### config.mk
export PLATFORM = sky130hd
export DESIGN_NAME = rvfpm_result_queue_flat
export DESIGN_NICKNAME = d
export VERILOG_FILES = /design/src/rtl/rvfpm_result_queue_pkg.sv /design/src/rtl/rvfpm_result_queue_if.sv /design/src/rtl/rvfpm_result_queue_rr_arbiter.sv /design/src/rtl/rvfpm_result_queue.sv /design/src/flat_wrapper.sv
export SDC_FILE = /design/constraint.sdc
export NUM_CORES = 1
export LEC_CHECK = 0
export BUFFER_PORTS_ARGS = -buffer_cell sky130_fd_sc_hd__clkbuf_2
export CORE_MARGIN = 5
export CORE_UTILIZATION = 28
export DETAILED_ROUTE_END_ITERATION = 7
export GPL_TIMING_DRIVEN = 0
export PLACE_DENSITY = 0.49
export SYNTH_ARGS = -nofsm -noshare
export SYNTH_HDL_FRONTEND = slang
export SYNTH_SLANG_ARGS = --single-unit
### constraint.sdc
create_clock -name ck -period 3.2 [get_ports ck]
set_input_delay 0.8 -clock ck [delete_from_list [all_inputs] [get_ports ck]]
set_output_delay 0.8 -clock ck [all_outputs]
set_load 0.02 [all_outputs]
### src/rtl/rvfpm_result_queue_pkg.sv
// pa_rvfpm: shared types and helpers for the rvfpm result path.
// Entries are sized for the widest supported lane; narrower configurations zero-extend.
package pa_rvfpm;
    localparam int RQ_ID_MAX = 16;
    localparam int RQ_DATA_MAX = 64;

    typedef struct packed {
        logic [RQ_ID_MAX-1:0]   id;
        logic [RQ_DATA_MAX-1:0] data;
        logic [4:0]             rd;
        logic                   we;
    } rq_entry_t;

    function automatic bit is_pow2(int v);
        return v > 0 && (v & (v - 1)) == 0;
    endfunction
endpackage

### src/rtl/rvfpm_result_queue_if.sv
// rvfpm_result_queue_if: lane-side and XIF-result-side handshakes of the result queue.
interface rvfpm_result_queue_if #(
    parameter int NUM_CH = 2,
    parameter int FLEN = 32,
    parameter int X_ID_WIDTH = 4
);
    logic [NUM_CH-1:0]            ch_valid;
    logic [NUM_CH-1:0]            ch_ready;
    logic [NUM_CH*X_ID_WIDTH-1:0] ch_id;
    logic [NUM_CH*FLEN-1:0]       ch_data;
    logic [NUM_CH*5-1:0]          ch_rd;
    logic [NUM_CH-1:0]            ch_we;
    logic                         result_valid;
    logic                         result_ready;
    logic [X_ID_WIDTH-1:0]        result_id;
    logic [FLEN-1:0]              result_data;
    logic [4:0]                   result_rd;
    logic                         result_we;

    modport master (
        input  ch_valid, ch_id, ch_data, ch_rd, ch_we, result_ready,
        output ch_ready, result_valid, result_id, result_data, result_rd, result_we
    );
    modport slave (
        output ch_valid, ch_id, ch_data, ch_rd, ch_we, result_ready,
        input  ch_ready, result_valid, result_id, result_data, result_rd, result_we
    );
endinterface

### src/rtl/rvfpm_result_queue_rr_arbiter.sv
// rvfpm_rr_arbiter: one-hot round-robin grant scanning upward from ptr, plus the updated pointer.
module rvfpm_rr_arbiter #(
    parameter int N = 2,
    localparam int PW = N > 1 ? $clog2(N) : 1
) (
    input  logic [N-1:0]  req,
    input  logic [PW-1:0] ptr,
    input  logic          advance,
    output logic [N-1:0]  grant,
    output logic [PW-1:0] next_ptr
);
    logic [PW-1:0] idx;

    // Scanning downward lets the closest requester above ptr win by overwriting.
    always_comb begin
        grant = '0;
        next_ptr = ptr;
        idx = '0;
        for (int k = N - 1; k >= 0; k--) begin
            idx = PW'((int'(ptr) + k) % N);
            if (req[idx]) begin
                grant = '0;
                grant[idx] = 1'b1;
                next_ptr = advance ? PW'((int'(ptr) + k + 1) % N) : ptr;
            end
        end
    end
endmodule

### src/rtl/rvfpm_result_queue.sv
// rvfpm_result_queue: round-robin admission of NUM_CH FPU lane results into a FIFO feeding the XIF result port.
// Define RVFPM_RESULT_BYPASS_EN for a zero-latency path from the granted lane when the queue is empty.
module rvfpm_result_queue
    import pa_rvfpm::*;
#(
    parameter int NUM_CH = 2,
    parameter int QUEUE_DEPTH = 4,
    parameter int FLEN = 32,
    parameter int X_ID_WIDTH = 4
) (
    input  logic                             ck,
    input  logic                             rst,
    input  logic                             enable,
    input  logic                             flush,
    rvfpm_result_queue_if.master             bus,
    output logic [$clog2(QUEUE_DEPTH+1)-1:0] count
);
    localparam int PW = $clog2(QUEUE_DEPTH);
    localparam int CW = $clog2(QUEUE_DEPTH + 1);
    localparam int AW = NUM_CH > 1 ? $clog2(NUM_CH) : 1;

    if (!is_pow2(QUEUE_DEPTH) || QUEUE_DEPTH < 2 || NUM_CH < 1 ||
        FLEN > RQ_DATA_MAX || X_ID_WIDTH > RQ_ID_MAX) begin : g_bad_param
        $error("rvfpm_result_queue: unsupported parameter set");
    end

    rq_entry_t             mem [QUEUE_DEPTH];
    logic [PW-1:0]         rd_ptr, wr_ptr;
    logic [AW-1:0]         rr_ptr, rr_next;
    logic [NUM_CH-1:0]     grant;
    logic                  act, pop, push, wr, byp, show;
    logic [X_ID_WIDTH-1:0] in_id;
    logic [FLEN-1:0]       in_data;
    logic [4:0]            in_rd;
    logic                  in_we;

    rvfpm_rr_arbiter #(.N(NUM_CH)) u_arb (
        .req      (bus.ch_valid),
        .ptr      (rr_ptr),
        .advance  (push),
        .grant    (grant),
        .next_ptr (rr_next)
    );

    // Reset and flush both suppress every handshake in their cycle.
    assign act  = rst && enable && !flush;
    assign show = rst && count != 0;
    assign pop  = act && count != 0 && bus.result_ready;
    assign push = act && |grant && (count < CW'(QUEUE_DEPTH) || pop);
    assign bus.ch_ready = push ? grant : '0;
`ifdef RVFPM_RESULT_BYPASS_EN
    assign byp = push && count == 0 && bus.result_ready;
`else
    assign byp = 1'b0;
`endif
    assign wr = push && !byp;

    always_comb begin
        in_id = '0;
        in_data = '0;
        in_rd = '0;
        in_we = 1'b0;
        for (int i = 0; i < NUM_CH; i++)
            if (grant[i]) begin
                in_id = bus.ch_id[i*X_ID_WIDTH +: X_ID_WIDTH];
                in_data = bus.ch_data[i*FLEN +: FLEN];
                in_rd = bus.ch_rd[i*5 +: 5];
                in_we = bus.ch_we[i];
            end
    end

    always_comb begin
        bus.result_valid = byp || (act && count != 0);
        bus.result_id = byp ? in_id : show ? X_ID_WIDTH'(mem[rd_ptr].id) : '0;
        bus.result_data = byp ? in_data : show ? FLEN'(mem[rd_ptr].data) : '0;
        bus.result_rd = byp ? in_rd : show ? mem[rd_ptr].rd : '0;
        bus.result_we = byp ? in_we : show ? mem[rd_ptr].we : 1'b0;
    end

    always_ff @(posedge ck)
        if (wr) mem[wr_ptr] <= '{id: RQ_ID_MAX'(in_id), data: RQ_DATA_MAX'(in_data), rd: in_rd, we: in_we};

    always_ff @(posedge ck) begin
        if (!rst || (enable && flush)) begin
            rd_ptr <= '0;
            wr_ptr <= '0;
            count <= '0;
            rr_ptr <= '0;
        end else if (enable) begin
            if (wr) wr_ptr <= wr_ptr + PW'(1);
            if (pop) rd_ptr <= rd_ptr + PW'(1);
            count <= count + CW'(wr) - CW'(pop);
            rr_ptr <= rr_next;
        end
    end
endmodule

### src/flat_wrapper.sv
// flat-port wrapper written by rule: the top's interface ports become plain ports
module rvfpm_result_queue_flat import pa_rvfpm::*;
#(
    parameter int NUM_CH = 2,
    parameter int QUEUE_DEPTH = 4,
    parameter int FLEN = 32,
    parameter int X_ID_WIDTH = 4
)
  (ck, rst, enable, flush, count, bus_ch_valid, bus_ch_id, bus_ch_data, bus_ch_rd, bus_ch_we, bus_result_ready, bus_ch_ready, bus_result_valid, bus_result_id, bus_result_data, bus_result_rd, bus_result_we);
  rvfpm_result_queue_if #(.NUM_CH(NUM_CH), .FLEN(FLEN), .X_ID_WIDTH(X_ID_WIDTH)) bus_i ();
  input  logic ck;
  input  logic rst;
  input  logic enable;
  input  logic flush;
  output logic [$clog2(QUEUE_DEPTH+1)-1:0] count;
  input wire logic [$bits(bus_i.ch_valid)-1:0] bus_ch_valid;
  input wire logic [$bits(bus_i.ch_id)-1:0] bus_ch_id;
  input wire logic [$bits(bus_i.ch_data)-1:0] bus_ch_data;
  input wire logic [$bits(bus_i.ch_rd)-1:0] bus_ch_rd;
  input wire logic [$bits(bus_i.ch_we)-1:0] bus_ch_we;
  input wire logic [$bits(bus_i.result_ready)-1:0] bus_result_ready;
  output wire logic [$bits(bus_i.ch_ready)-1:0] bus_ch_ready;
  output wire logic [$bits(bus_i.result_valid)-1:0] bus_result_valid;
  output wire logic [$bits(bus_i.result_id)-1:0] bus_result_id;
  output wire logic [$bits(bus_i.result_data)-1:0] bus_result_data;
  output wire logic [$bits(bus_i.result_rd)-1:0] bus_result_rd;
  output wire logic [$bits(bus_i.result_we)-1:0] bus_result_we;
  assign bus_i.ch_valid = bus_ch_valid;
  assign bus_i.ch_id = bus_ch_id;
  assign bus_i.ch_data = bus_ch_data;
  assign bus_i.ch_rd = bus_ch_rd;
  assign bus_i.ch_we = bus_ch_we;
  assign bus_i.result_ready = bus_result_ready;
  assign bus_ch_ready = bus_i.ch_ready;
  assign bus_result_valid = bus_i.result_valid;
  assign bus_result_id = bus_i.result_id;
  assign bus_result_data = bus_i.result_data;
  assign bus_result_rd = bus_i.result_rd;
  assign bus_result_we = bus_i.result_we;
  rvfpm_result_queue #(.NUM_CH(NUM_CH), .QUEUE_DEPTH(QUEUE_DEPTH), .FLEN(FLEN), .X_ID_WIDTH(X_ID_WIDTH)) u_core (.ck(ck), .rst(rst), .enable(enable), .flush(flush), .bus(bus_i), .count(count));
endmodule
==> run_results.csv <==
group,metric,value,unit
timing,rsz0062_at_grt,"false",
cells_and_area,nets,645,
critical_path,startpoint_type,"input port",
floorplanning,coreArea,26100,um^2
global_route,overflow,0,
routing,post_drt_wl_per_cell,19.0,um
global_route,grt_antenna_before_repair,0,
synthesis,async_reset_ff_frac,0,
synthesis,synth_area_per_cell,19.3,um^2
run_status,outcome,"finished, final reports clean",
critical_path,reg2reg_depth,9,
routing,viasPerCell,4.56,
critical_path,critPathArrivalTime,2140,ps
synthesis,synth-edff-count,168,
synthesis,seq_area_frac_synth,0.703,
clock_network,cts_max_path_buffers,2,
floorplanning,dieArea,30000,um^2
clock_network,clockRootBuffer,"clkbuf_16",
synthesis,ys.flop_type,"edfxtp_1",
timing,holdWs,511,ps
critical_path,required,2400,ps
floorplanning,dieWidth,173,um
routing,drtIter0Drc,154,
routing,via_count,4085,
synthesis,synthCells,387,
worst_hold_path,worstHoldStart,"u_core.rd_ptr[1]",
timing,slew_headroom,0.566,
clock_network,tritoncts,"yes",
global_route,first_global_vias,4609,
placed_design,dpl-instance-area,8650,um^2
timing,hold_viol_final,0,
floorplanning,die_h,173,um
timing,fmax,340,MHz
timing,setup_viol,0,
timing,period_minus_slack,2940,ps
cells_and_area,area_growth,23.8,%
synthesis,ys_ff_latch,178,
placed_design,port_buffers,137,
clock_network,clock_sinks,178,
cells_and_area,final_area,9240,um^2
cells_and_area,mostFrequentLayoutCells,"168 x edfxtp_1, 139 x clkbuf_2, 42 x a22o_1",
critical_path,criticalPathCategory,"input port to output port",
critical_path,reg2reg_to,"u_core.count[2]",
routing,remaining_drc_errors,0,
power,vdd_ir_drop_max,0.285,mV
clock_network,htreeDepth,4,
floorplanning,ios,139,
placed_design,hpwlAfterDp,11.5,mm
power,p_leak,3.28,nW
synthesis,syn_area,7460,um^2
synthesis,synth_cell_types,39,
routing,ant_nets,0,
timing,fin_crit_sh,0.919,
cells_and_area,antenna_cells,0,
critical_path,cp_max_fo,10,
clock_network,numCtsBuffers,17,
floorplanning,start_util,0.286,
critical_path,reg2reg_slack,880,ps
floorplanning,rows,59,
routing,wl,17.0,mm
run,maxCapViolations,0,
timing,worst_pin_slew,651,ps
worst_hold_path,whs_path_depth,2,
timing,drv_slew,0,
global_route,grt.total_usage,0.116,
cells_and_area,mostFrequentLayoutCell,"edfxtp_1",
synthesis,syn-num-nets,485,
synthesis,yosys_warnings,0,
routing,dr.pass1.iters,4,
power,power_density,529,nW/um^2
clock_network,path_clk_slew,70,ps
global_route,grt_max_degree,25,
clock_network,post-cts-setup-buffers,0,
clock_network,insertion_delay,420,ps
global_route,grt_pass1_wl,26.6,mm
timing,finClkSkew,14.7,ps
cells_and_area,drive_gt1_frac,0.441,
critical_path,r2r-start,"u_core.count[1]",
worst_hold_path,min_path_type,"flip-flop to flip-flop",
placed_design,place_congestion,0.702,
critical_path,end_kind,"output port",
[sequential cells by signal (all words and copies together), names as in the netlist, named ones only]
name           cells
u_core.count       3
u_core.mem       168
u_core.rd_ptr      2
u_core.rr_ptr      1
u_core.wr_ptr      2
[metrics by stage]
stage / setup TNS [ps] / setup WS [ps] / cells / power, mW / util
after floorplan: 0 / 280 / 387 / 2.78 / -
after global placement: -150650 / -926 / 859 / 2.89 / 0.328
after detailed placement: 0 / 231 / 863 / 2.90 / 0.331
after CTS: 0 / 124 / 895 / 4.96 / 0.353
after global routing: 0 / 101 / 895 / 5.08 / 0.353
final: 0 / 260 / 895 / 4.88 / 0.353
[cell families (layout without fill, tap and decap cells)]
family,after synthesis,count (layout),synth area share
flip-flops,178,178,0.703
AND/OR/NAND/NOR,68,68,0.0597
AO/OA/AOI/OAI,54,54,0.0614
multiplexers,46,46,0.133
buffers and inverters,33,206,0.0290
adder cells (fa/ha/maj),7,7,0.0127
XOR/XNOR,1,1,0.00117
[critical path: stages]
cell      delay [ps]
clkbuf_2         120
a21boi_2         500
buf_2            370
and2_1           180
clkbuf_2         160
[cell usage after synthesis, types with 2 or more instances]
cell | count | area [um^2]
edfxtp_1 | 168 | 5040
a22o_1 | 42 | 368
mux4_2 | 40 | 901
nor2b_1 | 40 | 250
buf_2 | 16 | 80.1
dfxtp_1 | 10 | 200
inv_1 | 9 | 33.8
and2_1 | 6 | 37.5
ha_1 | 6 | 75.1
a21oi_1 | 4 | 20.0
buf_12 | 4 | 80.1
mux2i_1 | 4 | 40.0
nand2_1 | 4 | 15.0
clkbuf_1 | 3 | 11.3
nor2_1 | 3 | 11.3
a21boi_2 | 2 | 22.5
mux4_1 | 2 | 52.6
nand2b_1 | 2 | 12.5
nor2b_4 | 2 | 27.5
[routing by layer]
layer	vias to the layer above	wire length [um]	track usage
met5	-	0	0
met4	0	107	0.0279
met1	2084	7400	0.143
li1	1893	-	-
met2	101	8810	0.201
met3	7	721	0.0353
[report_power, final]
part / internal [mW] / switching (mW) / leakage, nW
Sequential: 2.59 / 0.00634 / 1.61
Clock: 1.17 / 0.874 / 0.281
Combinational: 0.110 / 0.136 / 1.39
[worst max-delay path by stage]
stage,from,to,slack (ps),cells past startpoint
detailed placement,bus_ch_valid[1],bus_ch_ready[1],230,5
finish,bus_ch_valid[0],bus_ch_ready[0],260,5
floorplan,enable,u_core.mem[0][0],280,5
CTS,u_core.count[1],bus_result_data[31],120,5
global route,bus_ch_valid[0],bus_ch_ready[0],100,5
global placement,enable,u_core.mem[0][27],-930,5
[layout make-up]
class	count	area [um^2]
Fill cell	2541	16900
Tap cell	335	419
Clock inverter	13	149
Timing Repair Buffer	141	766
Buffer	24	185
Inverter	9	33.8
Clock buffer	19	433
Multi-Input combinational cell	176	2010
Sequential cell	178	5250
[timing repair]
item / 4_1_cts / 5_1_grt
endpoints found under the setup margin: 0 / 5
endpoints found under the hold margin: 0 / 0
resized for setup: 0 / 4
hold buffers: 0 / 0
Note: power is estimated with default switching activity, not from simulation.
